[config.mk]
export PLATFORM = sky130hd
export DESIGN_NAME = pipelined_shifter_flat
export DESIGN_NICKNAME = d
export VERILOG_FILES = /design/src/rtl/pipelined_shifter_if.sv /design/src/rtl/pipelined_shifter.sv /design/src/flat_wrapper.sv
export SDC_FILE = /design/constraint.sdc
export NUM_CORES = 1
export LEC_CHECK = 0
export BUFFER_PORTS_ARGS = -buffer_cell sky130_fd_sc_hd__buf_2
export CAP_MARGIN = 20
export CORE_AREA = 2 2 98 100
export CTS_CLUSTER_DIAMETER = 200
export DETAILED_ROUTE_END_ITERATION = 8
export DIE_AREA = 0 0 100 102
export PLACE_DENSITY = 0.68
export SLEW_MARGIN = 20
export SYNTH_ARGS = -nofsm -noshare
export SYNTH_HDL_FRONTEND = slang
export SYNTH_SLANG_ARGS = --single-unit
[constraint.sdc]
create_clock -name clk -period 2 [get_ports clk]
set_input_delay 0.1 -clock clk [delete_from_list [all_inputs] [get_ports clk]]
set_output_delay 0.1 -clock clk [all_outputs]
set_load 0.03 [all_outputs]
[src/rtl/pipelined_shifter_if.sv]
// Handshake bundle for pipelined_shifter.
//   in_valid/in_ready/in_data/in_amt/in_mode : operation request (source -> shifter)
//   out_valid/out_ready/out_data/out_zero    : shifted result (shifter -> consumer)
// master: the side that issues operations and consumes results; slave: the shifter.
interface pipelined_shifter_if #(
  parameter int unsigned WIDTH = 16,
  parameter int unsigned SHW   = $clog2(WIDTH)
);
  logic             in_valid;
  logic             in_ready;
  logic [WIDTH-1:0] in_data;
  logic [SHW-1:0]   in_amt;
  logic [1:0]       in_mode;
  logic             out_valid;
  logic             out_ready;
  logic [WIDTH-1:0] out_data;
  logic             out_zero;

  modport master (
    output in_valid, in_data, in_amt, in_mode, out_ready,
    input  in_ready, out_valid, out_data, out_zero
  );

  modport slave (
    input  in_valid, in_data, in_amt, in_mode, out_ready,
    output in_ready, out_valid, out_data, out_zero
  );
endinterface

[src/rtl/pipelined_shifter.sv]
// Pipelined barrel shifter: SLL / SRL / SRA / ROR, one shift-amount bit per stage
// (MSB first), SHW stages deep, full throughput with valid/ready on both sides.
// Ports:
//   clk   : rising-edge clock
//   rst_n : asynchronous active-low reset, flushes the whole pipe
//   bus   : pipelined_shifter_if.slave (in_* request side, out_* result side)
// in_ready is combinational from out_ready and the stage valid bits, so a full
// pipe can accept and drain in the same cycle.
module pipelined_shifter #(
  parameter int unsigned WIDTH = 16,
  parameter int unsigned SHW   = $clog2(WIDTH)
) (
  input  logic               clk,
  input  logic               rst_n,
  pipelined_shifter_if.slave bus
);

  localparam logic [1:0] MODE_SLL = 2'b00;
  localparam logic [1:0] MODE_SRL = 2'b01;
  localparam logic [1:0] MODE_SRA = 2'b10;

  // Single fixed-distance shift; SRA relies on the MSB never changing across stages,
  // so the current MSB is always the original operand MSB.
  function automatic logic [WIDTH-1:0] shift_stage(input logic [WIDTH-1:0] d,
                                                   input logic [1:0]       mode,
                                                   input int unsigned      sh);
    logic [WIDTH-1:0] r;
    case (mode)
      MODE_SLL: r = d << sh;
      MODE_SRL: r = d >> sh;
      MODE_SRA: r = WIDTH'($signed(d) >>> sh);
      default:  r = (d >> sh) | (d << (WIDTH - sh));
    endcase
    return r;
  endfunction

  // Stage state
  logic [SHW-1:0]   v_q;
  logic [WIDTH-1:0] data_q [SHW];
  logic [SHW-1:0]   amt_q  [SHW];
  logic [1:0]       mode_q [SHW];
  logic             zero_q;

  // Stage inputs and next values
  logic [SHW-1:0]   en;
  logic             stage_full;
  logic [WIDTH-1:0] src_data [SHW];
  logic [SHW-1:0]   src_amt  [SHW];
  logic [1:0]       src_mode [SHW];
  logic [SHW-1:0]   src_v;
  logic [WIDTH-1:0] nxt_data [SHW];
  logic             nxt_zero;

  // Advance enables: stage k may load unless it and every stage after it is
  // occupied while the consumer stalls. Written flat to avoid a chained vector.
  always_comb begin
    en         = '0;
    stage_full = 1'b0;
    for (int k = 0; k < int'(SHW); k++) begin
      stage_full = 1'b1;
      for (int j = k; j < int'(SHW); j++) begin
        stage_full = stage_full & v_q[j];
      end
      en[k] = bus.out_ready | ~stage_full;
    end
  end

  // Stage sources and the shift each stage applies (2^(SHW-1-k) when its bit is set)
  always_comb begin
    src_data[0] = bus.in_data;
    src_amt[0]  = bus.in_amt;
    src_mode[0] = bus.in_mode;
    src_v       = '0;
    src_v[0]    = bus.in_valid;
    for (int k = 1; k < int'(SHW); k++) begin
      src_data[k] = data_q[k-1];
      src_amt[k]  = amt_q[k-1];
      src_mode[k] = mode_q[k-1];
      src_v[k]    = v_q[k-1];
    end
    for (int k = 0; k < int'(SHW); k++) begin
      if (src_amt[k][int'(SHW) - 1 - k]) begin
        nxt_data[k] = shift_stage(src_data[k], src_mode[k], 32'(1) << (int'(SHW) - 1 - k));
      end else begin
        nxt_data[k] = src_data[k];
      end
    end
    nxt_zero = src_v[SHW-1] & (nxt_data[SHW-1] == '0);
  end

  // Stage registers: load when enabled, otherwise hold
  always_ff @(posedge clk or negedge rst_n) begin
    if (!rst_n) begin
      v_q    <= '0;
      zero_q <= 1'b0;
      for (int k = 0; k < int'(SHW); k++) begin
        data_q[k] <= '0;
        amt_q[k]  <= '0;
        mode_q[k] <= '0;
      end
    end else begin
      for (int k = 0; k < int'(SHW); k++) begin
        if (en[k]) begin
          v_q[k]    <= src_v[k];
          data_q[k] <= nxt_data[k];
          amt_q[k]  <= src_amt[k];
          mode_q[k] <= src_mode[k];
        end
      end
      if (en[SHW-1]) begin
        zero_q <= nxt_zero;
      end
    end
  end

  assign bus.in_ready  = en[0];
  assign bus.out_valid = v_q[SHW-1];
  assign bus.out_data  = data_q[SHW-1];
  assign bus.out_zero  = zero_q;

endmodule

[src/flat_wrapper.sv]
// flat-port wrapper written by rule: the top's interface ports become plain ports
module pipelined_shifter_flat 
#(
  parameter int unsigned WIDTH = 16,
  parameter int unsigned SHW   = $clog2(WIDTH)
)
  (clk, rst_n, bus_in_valid, bus_in_data, bus_in_amt, bus_in_mode, bus_out_ready, bus_in_ready, bus_out_valid, bus_out_data, bus_out_zero);
  pipelined_shifter_if #(.WIDTH(WIDTH), .SHW(SHW)) bus_i ();
  input  logic clk;
  input  logic rst_n;
  input wire logic [$bits(bus_i.in_valid)-1:0] bus_in_valid;
  input wire logic [$bits(bus_i.in_data)-1:0] bus_in_data;
  input wire logic [$bits(bus_i.in_amt)-1:0] bus_in_amt;
  input wire logic [$bits(bus_i.in_mode)-1:0] bus_in_mode;
  input wire logic [$bits(bus_i.out_ready)-1:0] bus_out_ready;
  output wire logic [$bits(bus_i.in_ready)-1:0] bus_in_ready;
  output wire logic [$bits(bus_i.out_valid)-1:0] bus_out_valid;
  output wire logic [$bits(bus_i.out_data)-1:0] bus_out_data;
  output wire logic [$bits(bus_i.out_zero)-1:0] bus_out_zero;
  assign bus_i.in_valid = bus_in_valid;
  assign bus_i.in_data = bus_in_data;
  assign bus_i.in_amt = bus_in_amt;
  assign bus_i.in_mode = bus_in_mode;
  assign bus_i.out_ready = bus_out_ready;
  assign bus_in_ready = bus_i.in_ready;
  assign bus_out_valid = bus_i.out_valid;
  assign bus_out_data = bus_i.out_data;
  assign bus_out_zero = bus_i.out_zero;
  pipelined_shifter #(.WIDTH(WIDTH), .SHW(SHW)) u_core (.clk(clk), .rst_n(rst_n), .bus(bus_i));
endmodule
==> key figures <==
Run status
  – Status: completed

Global route
  – Gr usage total: 20.6%
  – Gr ovfl total: 0
  – First-pass GRT wire length: 16,600 um
  – Vias in the first global route: 3,440
  – Initial antenna violation count: 0
  – Largest net degree at the start of global routing: 49

Floorplan
  – Area of the die: 10,200 um^2
  – Die width: 100 um
  – Total core area: 9110 um^2
  – Number of core rows: 35
  – Die height: 102 um
  – Initial Util: 48.6%
  – Num ports: 45

STA
  – Post-layout minimum cycle time: 1.93 ns
  – Unrepaired setup endpoints after global routing: false
  – Final worst path period share: 96.5%
  – Endpoints failing setup: 0
  – Max frequency: 0.518 GHz
  – Final worst slack: 0.0704 ns
  – TNS Setup: 0 ns
  – Setup Skew: 0.0156 ns
  – Final Hold Fails: 0
  – Worst Max-Slew Pin Slew: 0.870 ns
  – Slew HR: 42.0%
  – Slew Viols, Final: 0

Power and ir drop
  – Max rail drop VDD: 0.524 mV
  – Seq pwr share: 42.9%
  – Power Density: 1180 nW/um^2
  – Sw Ratio: 37.9%
  – Logic pwr share: 32.5%
  – Leakage: 2.27 nW
  – Switching component of the power: 2.23 mW
  – Clock power frac: 24.6%
  – P_int: 3.65 mW

Clock tree
  – CTS sink count: 81
  – Root Buffer: clkbuf_8
  – Clk slew on worst S/H paths: 0.10 ns
  – Worst skew pair latency: 0.36 ns
  – CTS Buffer Depth: 2
  – Clock buffer count from CTS: 9
  – CTS tree: built
  – H-tree levels: 3

Synth
  – Synth warn: 0
  – Syn nets: 569
  – Syn Area/Cell: 8.15 um^2
  – Seq/Total Area, Yosys: 45.8%
  – Synth unique cells: 35
  – Synthesized flop and latch total: 81
  – Cell count after synthesis: 543
  – Synth top area share: 45.8%
  – Post-synth top area cell: dfrtp_1
  – Cell Area, Synth: 4430 um^2
  – Top cells by area, synth: dfrtp_1 (46%), nand2_1 (12%), o21ai_0 (7.6%)

Layout
  – Area Overhead vs Synth: 12.6%
  – Ratio of cells with drive above 1 in the final layout: 18.2%
  – Most common cell after layout, fill and taps aside: nand2_1
  – Final std cells w/o fill: 683
  – Final nets: 593
  – Commonest cells after routing, fill and taps aside: nand2_1 (147), dfrtp_1 (79), o21ai_0 (66)
  – Antenna diodes: 0
  – Fillers: 846
  – Post-Route Utilization: 54.7%

Route
  – Ratio of routed vias to standard cells: 5.46
  – Via count: 3,729
  – DR DRC count: 0
  – Post-route ant nets: 0
  – Total Wirelength: 9730 um
  – Initial DRT Pass Iterations: 4
  – Drt wl/cell: 14.2 um
  – DRT iter0 DRCs: 244

Worst setup path
  – Worst Path Max Fanout: 13
  – Worst EP arrival: 2.21 ns
  – Setup crit end kind: flip-flop
  – Crit-path max cell delay: 0.56 ns
  – Worst EP required: 2.28 ns
  – Setup crit start kind: flip-flop
  – Slowest cell on crit path: or4_4
  – R2R Setup Slk: 0.07 ns
  – Setup Crit Path Kind: flip-flop to flip-flop
  – Crit path cell chain: o21ai_0 -> a31oi_1 -> or4_4 -> nor4b_2 -> a32o_1

Worst hold path
  – HP Class: primary input to flip-flop

Place
  – IO buf count: 44
  – Post-DP HPWL: 6960 um
  – Routability congestion estimate: 0.818
  – Placed cell count: 660
  – Pre-CTS setup slack: -0.00577 ns

Job
  – Max cap viols: 0
## cell usage after synthesis (all sizes together)
library cell	instances
nand2	147
dfrtp	81
o21ai	68
nor2	34
clkbuf	30
nand3	25
buf	24
a31oi	23
nor2b	17
a211oi	11
a22oi	11
a21o	10
a21oi	10
mux2	10
mux2i	8
or3b	6
nand2b	5
or2	5
inv	4
and2	2
nand4	2
nor4	2
o211ai	2
a221oi	1
a32o	1
and3	1
clkinv	1
nor4b	1
or4	1
## registers in the layout, summed over array words and instances, names as in the netlist
register and cells:
u_core.data_q 48, u_core.bus.out_data 16, u_core.amt_q 6, u_core.mode_q 6, u_core.v_q 4, u_core.bus.out_zero 1
## cell type report
class	count	area (um^2)	area share, %
clock buffers	10	128	2.56
clock inverters	6	115	2.31
inverters	5	20.0	0.402
multi-input cells	403	2120	42.5
flip-flops and latches	81	2030	40.7
well taps	111	139	2.79
repair buffers	67	433	8.69
## power by group through the flow
stage / Combinational (mW) / Clock (mW) / Sequential (mW)
finish: 1.92 / 1.45 / 2.52
floorplan: 1.64 / 0 / 2.36
detailed placement: 1.87 / 0 / 2.54
CTS: 1.90 / 1.47 / 2.52
global placement: 1.83 / 0 / 2.54
global route: 2.15 / 1.55 / 2.59
## cell families after synthesis
family	Yosys count	synth area share (%)
buffers and inverters	59	6.67
DFF	81	45.8
and+or+nand+nor	248	24.9
AOI/OAI and AO/OA	137	18.3
muxes	18	4.35
## per-stage QoR
step / hold WS, ns / total power [mW] / area (um^2)
final: 0.0712 / 5.89 / 4980
after global routing: 0.0764 / 6.30 / 4980
after CTS: 0.0575 / 5.89 / 4970
after detailed placement: 0.166 / 4.42 / 4660
after global placement: 0.167 / 4.36 / 4660
after floorplan: -0.196 / 3.99 / 4430
## per-layer routing
| metal | up-vias | track usage (%) | share of wire [%] |
|---|---|---|---|
| li1 | 1895 | - | - |
| met1 | 1746 | 28.4 | 48 |
| met2 | 75 | 32.5 | 47 |
| met3 | 13 | 3.69 | 3.3 |
| met4 | 0 | 8.11 | 1.7 |
| met5 | - | 0 | 0 |
## critical path: cells and delay by family (launching register included)
family | cells | cell delay (ns)
compound gates | 3 | 0.52
simple gates | 2 | 0.84
flops | 1 | 0.49
## what timing repair did
action	CTS	global route
gates cloned	0	0
setup buffers	2	0
setup endpoints to repair	2	2
hold buffers	5	0
hold endpoints to repair	51	0
pin swaps	1	0
gates resized for setup	1	6
## worst paths after layout
check / endpoint / from / cells after the start
max: u_core.bus.out_zero / u_core.mode_q[2] / 5
min: u_core.data_q[49] / bus_in_data[9] / 3
max reg2reg: u_core.bus.out_zero / u_core.mode_q[2] / 5
min reg2reg: u_core.v_q[1] / u_core.v_q[0] / 1
max in group asynchronous: u_core.mode_q[3] / rst_n / 3
min in group asynchronous: u_core.bus.out_data[11] / rst_n / 2
Note: power is estimated with default switching activity, not from simulation.
